<file path="config.mk">
export PLATFORM = sky130hd
export DESIGN_NAME = tone_mixer_i2s
export DESIGN_NICKNAME = d
export VERILOG_FILES = /design/src/rtl/tone_mixer_i2s.sv
export SDC_FILE = /design/constraint.sdc
export NUM_CORES = 1
export LEC_CHECK = 0
export BUFFER_PORTS_ARGS = -buffer_cell sky130_fd_sc_hd__buf_2
export CORE_ASPECT_RATIO = 0.7
export CORE_MARGIN = 5
export CORE_UTILIZATION = 36
export CTS_CLUSTER_SIZE = 14
export DETAILED_ROUTE_END_ITERATION = 8
export SYNTH_ARGS = -nofsm -noshare
export SYNTH_HDL_FRONTEND = slang
export SYNTH_SLANG_ARGS = --single-unit
</file>
<file path="constraint.sdc">
create_clock -name clk -period 5.5 [get_ports clk]
set_input_delay 0.55 -clock clk [delete_from_list [all_inputs] [get_ports clk]]
set_output_delay 0.55 -clock clk [all_outputs]
set_load 0.005 [all_outputs]
</file>
<file path="src/rtl/tone_mixer_i2s.sv">
// Multi-voice triangle tone generator with an I2S master transmitter.
// Each voice runs a phase accumulator; voices are summed with saturation
// and the mono mix is sent on both I2S channels (Philips framing).
module tone_mixer_i2s #(
  parameter int N_CH     = 3,
  parameter int PHASE_W  = 24,
  parameter int SAMPLE_W = 16,
  parameter int BCLK_DIV = 4
) (
  input  logic                    clk,
  input  logic                    rst_n,
  input  logic [N_CH-1:0]         gate,
  input  logic [N_CH*PHASE_W-1:0] phase_inc,
  output logic                    aud_bclk,
  output logic                    aud_daclrck,
  output logic                    aud_dacdat,
  output logic                    sample_strobe,
  output logic [N_CH-1:0]         active
);

  localparam int W      = SAMPLE_W;
  localparam int SLOT_W = $clog2(2*W);
  localparam int DIV_W  = (BCLK_DIV > 1) ? $clog2(BCLK_DIV) : 1;
  localparam int SUM_W  = W + $clog2(N_CH) + 1;

  localparam logic [SLOT_W-1:0]        SLOT_LAST = SLOT_W'(2*W-1);
  localparam logic [SLOT_W-1:0]        SLOT_HALF = SLOT_W'(W);
  localparam logic [DIV_W-1:0]         DIV_LAST  = DIV_W'(BCLK_DIV-1);
  localparam logic [PHASE_W-1:0]       QUARTER   = {2'b01, {(PHASE_W-2){1'b0}}};
  localparam logic signed [SUM_W-1:0]  SAT_HI    = {{(SUM_W-W+1){1'b0}}, {(W-1){1'b1}}};
  localparam logic signed [SUM_W-1:0]  SAT_LO    = {{(SUM_W-W+1){1'b1}}, {(W-1){1'b0}}};

  typedef enum logic [1:0] {
    S_IDLE = 2'd0,
    S_RUN  = 2'd1,
    S_REL  = 2'd2
  } voice_state_t;

  logic [DIV_W-1:0]        r_div;
  logic                    r_bclk;
  logic [SLOT_W-1:0]       r_slot;
  logic                    r_lrck;
  logic                    r_dat;
  logic                    r_strobe;
  logic [2*W-1:0]          r_frame;
  logic [N_CH-1:0]         r_active;

  logic                    w_bclk_fall;
  logic                    w_frame_start;
  logic [SLOT_W-1:0]       w_slot_nxt;
  logic [SLOT_W-1:0]       w_bit_idx;
  logic                    w_dat_nxt;
  logic [N_CH*W-1:0]       w_tri_bus;
  logic [N_CH-1:0]         w_active_nxt;
  logic signed [SUM_W-1:0] w_acc;
  logic [W-1:0]            w_mix;

  // BCLK divider: toggle the bit clock every BCLK_DIV system clocks.
  always_ff @(posedge clk or negedge rst_n) begin
    if (!rst_n) begin
      r_div  <= {DIV_W{1'b0}};
      r_bclk <= 1'b0;
    end else if (r_div == DIV_LAST) begin
      r_div  <= {DIV_W{1'b0}};
      r_bclk <= ~r_bclk;
    end else begin
      r_div  <= r_div + DIV_W'(1);
    end
  end

  // Slot advance and the serial bit that belongs to the upcoming slot.
  always_comb begin
    w_bclk_fall = (r_div == DIV_LAST) && r_bclk;
    if (r_slot == SLOT_LAST) begin
      w_slot_nxt = {SLOT_W{1'b0}};
    end else begin
      w_slot_nxt = r_slot + SLOT_W'(1);
    end
    w_frame_start = w_bclk_fall && (r_slot == SLOT_LAST);
    // slot s (s >= 1) carries bit 2W-s, i.e. (2W-1) - (s-1)
    w_bit_idx = SLOT_LAST - (w_slot_nxt - SLOT_W'(1));
    if (w_slot_nxt == {SLOT_W{1'b0}}) begin
      w_dat_nxt = r_frame[0];
    end else begin
      w_dat_nxt = r_frame[w_bit_idx];
    end
  end

  // Slot counter, word select, serial data and frame-start strobe.
  always_ff @(posedge clk or negedge rst_n) begin
    if (!rst_n) begin
      r_slot   <= SLOT_LAST;
      r_lrck   <= 1'b1;
      r_dat    <= 1'b0;
      r_strobe <= 1'b0;
    end else begin
      r_strobe <= w_frame_start;
      if (w_bclk_fall) begin
        r_slot <= w_slot_nxt;
        r_lrck <= (w_slot_nxt >= SLOT_HALF);
        r_dat  <= w_dat_nxt;
      end
    end
  end

  // Latch the mix into both channels during slot 0, before the MSB goes out.
  always_ff @(posedge clk or negedge rst_n) begin
    if (!rst_n) begin
      r_frame <= {(2*W){1'b0}};
    end else if (r_strobe) begin
      r_frame <= {w_mix, w_mix};
    end
  end

  // Voice activity flags follow the voice states after each strobe.
  always_ff @(posedge clk or negedge rst_n) begin
    if (!rst_n) begin
      r_active <= {N_CH{1'b0}};
    end else if (r_strobe) begin
      r_active <= w_active_nxt;
    end
  end

  for (genvar gi = 0; gi < N_CH; gi++) begin : g_voice
    voice_state_t       r_state;
    voice_state_t       w_state_nxt;
    logic [PHASE_W-1:0] r_phase;
    logic [PHASE_W-1:0] w_phase_nxt;
    logic [PHASE_W-1:0] w_inc;
    logic [PHASE_W:0]   w_sum;
    logic [PHASE_W-1:0] w_q;
    logic [W:0]         w_p;
    logic [W-1:0]       w_u;
    logic [W-1:0]       w_tri;
    logic               w_unused_low;

    assign w_inc = phase_inc[gi*PHASE_W +: PHASE_W];
    assign w_sum = {1'b0, r_phase} + {1'b0, w_inc};

    // Voice next state: IDLE/RUN/RELEASE, only moves on a frame strobe.
    always_comb begin
      w_state_nxt = r_state;
      w_phase_nxt = r_phase;
      if (r_strobe) begin
        case (r_state)
          S_IDLE: begin
            if (gate[gi]) begin
              w_state_nxt = S_RUN;
            end else begin
              w_state_nxt = S_IDLE;
            end
          end
          S_RUN: begin
            w_phase_nxt = w_sum[PHASE_W-1:0];
            if (!gate[gi]) begin
              w_state_nxt = S_REL;
            end else begin
              w_state_nxt = S_RUN;
            end
          end
          S_REL: begin
            if (gate[gi]) begin
              w_state_nxt = S_RUN;
              w_phase_nxt = w_sum[PHASE_W-1:0];
            end else if ((w_inc == {PHASE_W{1'b0}}) || w_sum[PHASE_W]) begin
              // release ends at the phase wrap so note-off does not click
              w_state_nxt = S_IDLE;
              w_phase_nxt = {PHASE_W{1'b0}};
            end else begin
              w_state_nxt = S_REL;
              w_phase_nxt = w_sum[PHASE_W-1:0];
            end
          end
          default: begin
            w_state_nxt = S_IDLE;
            w_phase_nxt = {PHASE_W{1'b0}};
          end
        endcase
      end else begin
        w_state_nxt = r_state;
        w_phase_nxt = r_phase;
      end
    end

    // Voice state and phase registers.
    always_ff @(posedge clk or negedge rst_n) begin
      if (!rst_n) begin
        r_state <= S_IDLE;
        r_phase <= {PHASE_W{1'b0}};
      end else begin
        r_state <= w_state_nxt;
        r_phase <= w_phase_nxt;
      end
    end

    // Triangle from phase: quarter offset makes phase 0 map to sample 0.
    always_comb begin
      w_q = r_phase + QUARTER;
      w_p = w_q[PHASE_W-1 -: W+1];
      if (w_p[W]) begin
        w_u = ~w_p[W-1:0];
      end else begin
        w_u = w_p[W-1:0];
      end
      if (r_state == S_IDLE) begin
        w_tri = {W{1'b0}};
      end else begin
        w_tri = {~w_u[W-1], w_u[W-2:0]};
      end
    end

    assign w_unused_low          = ^w_q[PHASE_W-W-2:0];
    assign w_tri_bus[gi*W +: W]  = w_tri;
    assign w_active_nxt[gi]      = (w_state_nxt != S_IDLE);
  end

  // Full-width signed sum of the voices, then clamp to the sample range.
  always_comb begin
    w_acc = {SUM_W{1'b0}};
    for (int i = 0; i < N_CH; i++) begin
      w_acc = w_acc + SUM_W'($signed(w_tri_bus[i*W +: W]));
    end
    if (w_acc > SAT_HI) begin
      w_mix = SAT_HI[W-1:0];
    end else if (w_acc < SAT_LO) begin
      w_mix = SAT_LO[W-1:0];
    end else begin
      w_mix = w_acc[W-1:0];
    end
  end

  assign aud_bclk      = r_bclk;
  assign aud_daclrck   = r_lrck;
  assign aud_dacdat    = r_dat;
  assign sample_strobe = r_strobe;
  assign active        = r_active;

endmodule
</file>
==> impl_metrics.py, run 1 <==
metrics = {
    "outcome": {
        "status": "completed",
    },
    "routing": {
        "remaining_drc_errors": 0,
        "routed_via_density": 5.38,
        "post_drt_wl_per_cell_um": 17.0,
        "drt_iter0_markers": 512,
        "vias": 7958,
        "drtPass1Iterations": 4,
        "drt-total-wl_um": 25100,
        "antenna_left": 0,
    },
    "logic_synthesis": {
        "ys_seq_elements": 107,
        "synth_area_leaders": "dfrtp_1, ha_1, xor2_1",
        "syn_nets": 1244,
        "synth_top_area_cell": "dfrtp_1",
        "synth_flop_cell": "dfrtp_1",
        "ys_seq_area_share_pct": 27.3,
        "synth_warnings": 0,
        "syn-cell-area_mm2": 0.00982,
        "avgSynthCellArea_um2": 9.41,
        "synth_most_common_cell": "ha_1",
        "ys_top_cells_by_count": "ha_1, dfrtp_1, xor2_1",
        "synth-async-reset-ratio_pct": 100,
        "synth_cell_types": 73,
        "synth_edf_count": 0,
        "synth_top_cell_area_share_pct": 26.0,
        "netlist_instances": 1043,
    },
    "power_and_ir_drop": {
        "leakage_nw": 5.43,
        "combPwrFrac_pct": 21.9,
        "cellPowerDensity_mw_per_mm2": 176,
        "switching_share_pct": 30.7,
        "clockPowerShare_pct": 36.2,
        "sequentialPowerShare_pct": 41.9,
        "ir_drop_uv": 128,
        "switchingPower_mw": 0.589,
        "p_int_mw": 1.33,
    },
    "finish": {
        "multiInputGateArea_mm2": 0.00671,
        "fill_cells": 2728,
        "nNetsFinal": 1312,
        "drive_gt1_share_pct": 12.6,
        "area_growth_pct": 10.9,
        "antennaDiodeCount": 0,
        "regArea_mm2": 0.00269,
        "fin_util_pct": 40.7,
    },
    "floorplan": {
        "core.rowCount": 50,
        "io_pins": 84,
        "die-height_um": 148,
        "core-area_mm2": 0.0268,
        "die_area_mm2": 0.0307,
        "start_util_pct": 36.7,
        "die_x_um": 207,
    },
    "sta": {
        "setup_viol": 0,
        "whs_ns": 0.179,
        "period_share_pct": 90.7,
        "fin_setup_tns_ns": 0,
        "finalMaxSlewViolations": 0,
        "fin_crit_ns": 4.99,
        "finalHoldViolCount": 0,
        "max_slew_margin_pct": 27.9,
        "worst_slew_pin_slew_ns": 1.08,
        "setup_slack_ns": 0.514,
        "max_freq_mhz": 201,
        "rsz0062_at_grt": "no",
        "skew_ns": 0.00807,
    },
    "critical_path": {
        "cp_data_required_time_ns": 5.72,
        "crit_start": "g_voice[1].r_phase[22]",
        "endpoint": "r_frame[27]",
        "r2r_cells": 15,
        "r2r_start": "g_voice[1].r_phase[22]",
        "reg2reg_setup_slack_ns": 0.51,
        "r2r-end": "r_frame[27]",
        "cp-start-kind": "register",
        "max_stage_delay_ns": 0.56,
        "worstPathArrival_ns": 5.20,
        "cp-end-kind": "register",
        "critical_path_class": "reg -> reg",
        "crit_fanout": 14,
        "slowest_stage": "a31oi_4",
        "crit_chain": "xor2_1 > buf_4 > xor2_1 > nand2b_1 > fa_1 > inv_1 > ha_1 > a21o_1 > a21o_1 > a2111o_1 > a221o_2 > a31oi_4 > xnor2_2 > a31oi_4 > o221ai_1",
    },
    "placement": {
        "gp_congestion": 0.865,
        "port-buffer-count": 83,
        "dp_worst_setup_slack_ns": 0.492,
        "dp_hpwl_um": 19900,
    },
    "clock_network": {
        "cts_tree": "built",
        "cts_hold_buf": 0,
        "htreeDepth": 3,
        "cts_buffers": 9,
        "cts.clk_slew.worst_paths_ns": 0.08,
        "cts_setup_buffers": 0,
        "cts_max_path_buffers": 2,
        "root_buffer": "clkbuf_16",
        "clkLatencyLatePin_ns": 0.37,
        "cts_num_sinks": 107,
        "post_cts_resized": 0,
    },
    "global_routing": {
        "grt_pass1_wl_um": 41200,
        "globalRouteTotalUtil_pct": 16.3,
        "grt_overflow": 0,
        "grt_start_max_net_pins": 64,
        "grt_antenna_before_repair": 0,
        "first_global_vias": 7728,
    },
    "run": {
        "drv_cap": 0,
    },
    "hold_path": {
        "min_path_type": "in -> async",
    },
}
[per-layer routing]
layer	track usage [%]	part of all wire, %	vias up
li1	-	-	3977
met1	25.5	54	3826
met2	23.5	41	136
met3	2.66	3.7	19
met4	3.30	1.2	0
met5	0	0	-
[cell usage in the layout, fill, tap and decap left out, drive strengths merged, types with 4 or more instances in the layout]
master and count:
ha 104, dfrtp 102, buf 90, xor2 82, a21oi 76, inv 72
a22o 68, nand2b 51, xnor2 48, nand2 47, nor2 47, o21ai 42
a21o 34, fa 20, nor4 18, o221ai 17, a31oi 13, nor2b 12
and3 12, nand4 12, o31ai 12, nand3 11, nor3 10, a211oi 10
clkbuf 9, o21a 6, or3 6, o211ai 6, o311ai 6, and2 5
and4 5, o21bai 5, mux4 5, dfstp 5, mux2i 4, mux2 4
[cell families after synthesis]
logic type	count (synthesis)	synth area share [%]
multiplexers	13	2.01
AND/OR/NAND/NOR	245	13.2
buffers and inverters	102	4.31
XOR/XNOR	130	11.7
adder cells (fa/ha/maj)	124	17.3
AO/OA/AOI/OAI	322	24.1
flip-flops	107	27.3
[power groups by stage]
stage	combinational, mW	clock [mW]	sequential (mW)
2_1_floorplan	0.291	0	0.817
3_3_place_gp	0.414	0	0.820
3_5_place_dp	0.417	0	0.821
4_1_cts	0.420	0.721	0.805
5_1_grt	0.473	0.749	0.807
6_report	0.420	0.695	0.805
[cell type report]
type | instances | share of cell area [%]
timing repair buffer | 90 | 4.32
sequential | 107 | 24.7
inverter | 69 | 2.38
clock inverter | 7 | 0.770
clock buffer | 9 | 2.07
tap | 364 | 4.18
multi-input combinational | 834 | 61.6
[through the flow]
step | power (mW) | instances | area [um^2]
3_5_place_dp | 1.24 | 1464 | 10600
4_1_cts | 1.95 | 1480 | 10900
5_1_grt | 2.03 | 1480 | 10900
3_3_place_gp | 1.23 | 1464 | 10600
6_report | 1.92 | 1480 | 10900
2_1_floorplan | 1.11 | 1043 | 9820
[worst min path at each step]
stage	startpoint	end	slack (ns)	cells past startpoint
after CTS	rst_n	g_voice[0].r_phase[4]	0.21	1
after detailed placement	r_div[0]	r_div[0]	0.42	1
final	rst_n	g_voice[0].r_phase[4]	0.18	1
after global routing	rst_n	g_voice[0].r_phase[4]	0.23	1
after floorplan	rst_n	active[0]	0.25	0
after global placement	r_div[0]	r_div[0]	0.42	1
[registers in the layout, indices dropped and copies added (netlist names)]
| register | flops |
|---|---|
| active | 3 |
| aud_bclk | 1 |
| aud_dacdat | 1 |
| g_voice.r_phase | 72 |
| g_voice.r_state | 6 |
| r_div | 2 |
| r_frame | 16 |
| r_slot | 5 |
| sample_strobe | 1 |
[worst max-delay path: cells and delay by family, from the launching register on]
family	cells	cell delay, ns
fa+ha+maj	2	0.85
buf+inv	2	0.40
flops	1	0.41
xor+xnor	3	0.85
simple gates	1	0.10
compound gates	7	2.25
Note: power is estimated with default switching activity, not from simulation.
==> run 2: changes to the inputs <==
--- a/config.mk
+++ b/config.mk
@@ -7,7 +7,7 @@
 export LEC_CHECK = 0
 export BUFFER_PORTS_ARGS = -buffer_cell sky130_fd_sc_hd__buf_2
 export CORE_ASPECT_RATIO = 0.7
-export CORE_MARGIN = 5
+export CORE_MARGIN = 4
 export CORE_UTILIZATION = 36
 export CTS_CLUSTER_SIZE = 14
 export DETAILED_ROUTE_END_ITERATION = 8
==> run 2 against run 1 <==
Via count is 0.26% lower. First-iteration DRC count is 17% lower. Global-route usage grew 0.66 points. Die area shrank 2.3%. Routed wire length is 0.25% lower. Non-clock buffer count up 2. Clock power fell by 5.6%. Critical path type unchanged. Largest cell class unchanged. Largest power group unchanged.
==> impl_metrics.py, run 2 (synthesis results as in run 1) <==
metrics = {
    "critical_path": {
        "r2r_cells": 15,
        "max_stage_delay_ns": 0.55,
        "worstSetupPathDepth": 15,
        "cp_num_buf_inv": 2,
        "crit_fanout": 14,
        "r2r_start": "g_voice[1].r_phase[23]",
        "cp_data_required_time_ns": 5.72,
        "cp-end-kind": "register",
        "slowest_stage": "a31oi_4",
        "critical_path_class": "reg -> reg",
        "crit_chain": "xor2_1 > buf_4 > xor2_1 > nand2b_1 > fa_1 > inv_1 > ha_1 > a21o_1 > a21o_1 > a2111o_1 > a221o_2 > a31oi_4 > xnor2_2 > a31oi_4 > o221ai_1",
        "reg2reg_setup_slack_ns": 0.54,
        "r2r-end": "r_frame[26]",
        "critPathTopFamily": "compound AO/OA/AOI/OAI gates",
        "worstPathArrival_ns": 5.19,
        "cp-start-kind": "register",
    },
    "power_and_ir_drop": {
        "ir_drop_uv": 127,
        "leakage_nw": 5.43,
        "cellPowerDensity_mw_per_mm2": 173,
    },
    "finish": {
        "regArea_mm2": 0.00269,
        "nNetsFinal": 1314,
        "most-common-layout-cells": "ha_1, dfrtp_1, xor2_1, buf_2, a21oi_1",
        "top_regs": "g_voice.r_phase: 72 flops, r_frame: 16 flops, g_voice.r_state: 6 flops",
        "regMostFlops": "g_voice.r_phase",
        "drive_gt1_share_pct": 12.8,
        "area_growth_pct": 10.8,
        "multiInputGateArea_mm2": 0.00671,
        "largest_register_ff_count": 72,
        "fin_util_pct": 40.6,
        "final_common_cell": "ha_1",
        "antennaDiodeCount": 0,
        "fill_cells": 2749,
    },
    "outcome": {
        "status": "completed",
    },
    "clock_network": {
        "cts_hold_buf": 0,
        "cts_tree": "built",
        "cts_num_sinks": 107,
        "post_cts_resized": 0,
        "htreeDepth": 3,
        "clkLatencyLatePin_ns": 0.37,
        "cts_max_path_buffers": 2,
        "cts_buffers": 9,
        "cts_setup_buffers": 0,
        "cts.clk_slew.worst_paths_ns": 0.08,
        "root_buffer": "clkbuf_16",
    },
    "floorplan": {
        "io_pins": 84,
        "die-height_um": 146,
        "die_x_um": 205,
        "core-area_mm2": 0.0268,
        "die_area_mm2": 0.0300,
        "start_util_pct": 36.7,
        "core.rowCount": 50,
    },
    "routing": {
        "post_drt_wl_per_cell_um": 16.9,
        "vias": 7937,
        "drtPass1Iterations": 5,
        "drt-total-wl_um": 25100,
        "routed_via_density": 5.36,
        "antenna_left": 0,
        "drt_iter0_markers": 426,
        "remaining_drc_errors": 0,
    },
    "global_routing": {
        "grt_pass1_wl_um": 41000,
        "grt_antenna_before_repair": 0,
        "grt_start_max_net_pins": 57,
        "grt_overflow": 0,
        "first_global_vias": 7627,
        "globalRouteTotalUtil_pct": 16.9,
    },
    "sta": {
        "finalHoldViolCount": 0,
        "worst_slew_pin_slew_ns": 1.09,
        "period_share_pct": 90.2,
        "fin_crit_ns": 4.96,
        "finalMaxSlewViolations": 0,
        "fin_setup_tns_ns": 0,
        "setup_viol": 0,
        "rsz0062_at_grt": "no",
        "max_freq_mhz": 202,
        "skew_ns": 0.00690,
        "max_slew_margin_pct": 27.5,
    },
    "placement": {
        "port-buffer-count": 83,
        "dp_hpwl_um": 19700,
        "gp_congestion": 0.866,
    },
    "hold_path": {
        "min_path_type": "in -> async",
    },
    "run": {
        "drv_cap": 0,
    },
}
==> run 2: how the worst max path moves through the flow <==
stage | startpoint | end | slack [ns]
after floorplan | g_voice[0].r_phase[23] | r_frame[16] | 0.71
after global placement | g_voice[1].r_phase[23] | r_frame[26] | 0.60
after detailed placement | g_voice[1].r_phase[22] | r_frame[26] | 0.56
after CTS | g_voice[1].r_phase[23] | r_frame[26] | 0.53
after global routing | g_voice[1].r_phase[23] | r_frame[26] | 0.30
final | g_voice[1].r_phase[23] | r_frame[26] | 0.54
==> run 2: final cells by class <==
| cell class | instances | area share, % |
|---|---|---|
| repair buffers | 92 | 4.46 |
| flip-flops and latches | 107 | 24.7 |
| well taps | 364 | 4.19 |
| clock buffers | 9 | 2.07 |
| multi-input cells | 834 | 61.7 |
| inverters | 69 | 2.38 |
| clock inverters | 7 | 0.552 |
==> run 2: metrics by stage <==
stage               cells  worst slack (ns)  instance area, um^2  total power, mW  hold WS (ns)
finish               1482             0.537                10900             1.88         0.226
CTS                  1482             0.530                10900             1.91         0.286
global placement     1466             0.601                10600             1.23         0.414
floorplan            1043             0.707                 9820             1.11         0.254
global route         1482             0.297                10900             1.99         0.304
detailed placement   1466             0.563                10600             1.24         0.421
==> run 2: metal layers <==
layer,vias up,global-route usage (%),wire (um)
met4,0,3.05,238
met1,3833,26.5,13500
met2,100,24.5,10500
met3,13,3.04,829
li1,3991,-,-
met5,-,0,0
==> run 2: report_power, final <==
group | switching, mW | total [mW] | internal, mW
sequential | 0.00977 | 0.805 | 0.795
clock | 0.339 | 0.656 | 0.317
combinational | 0.245 | 0.418 | 0.173
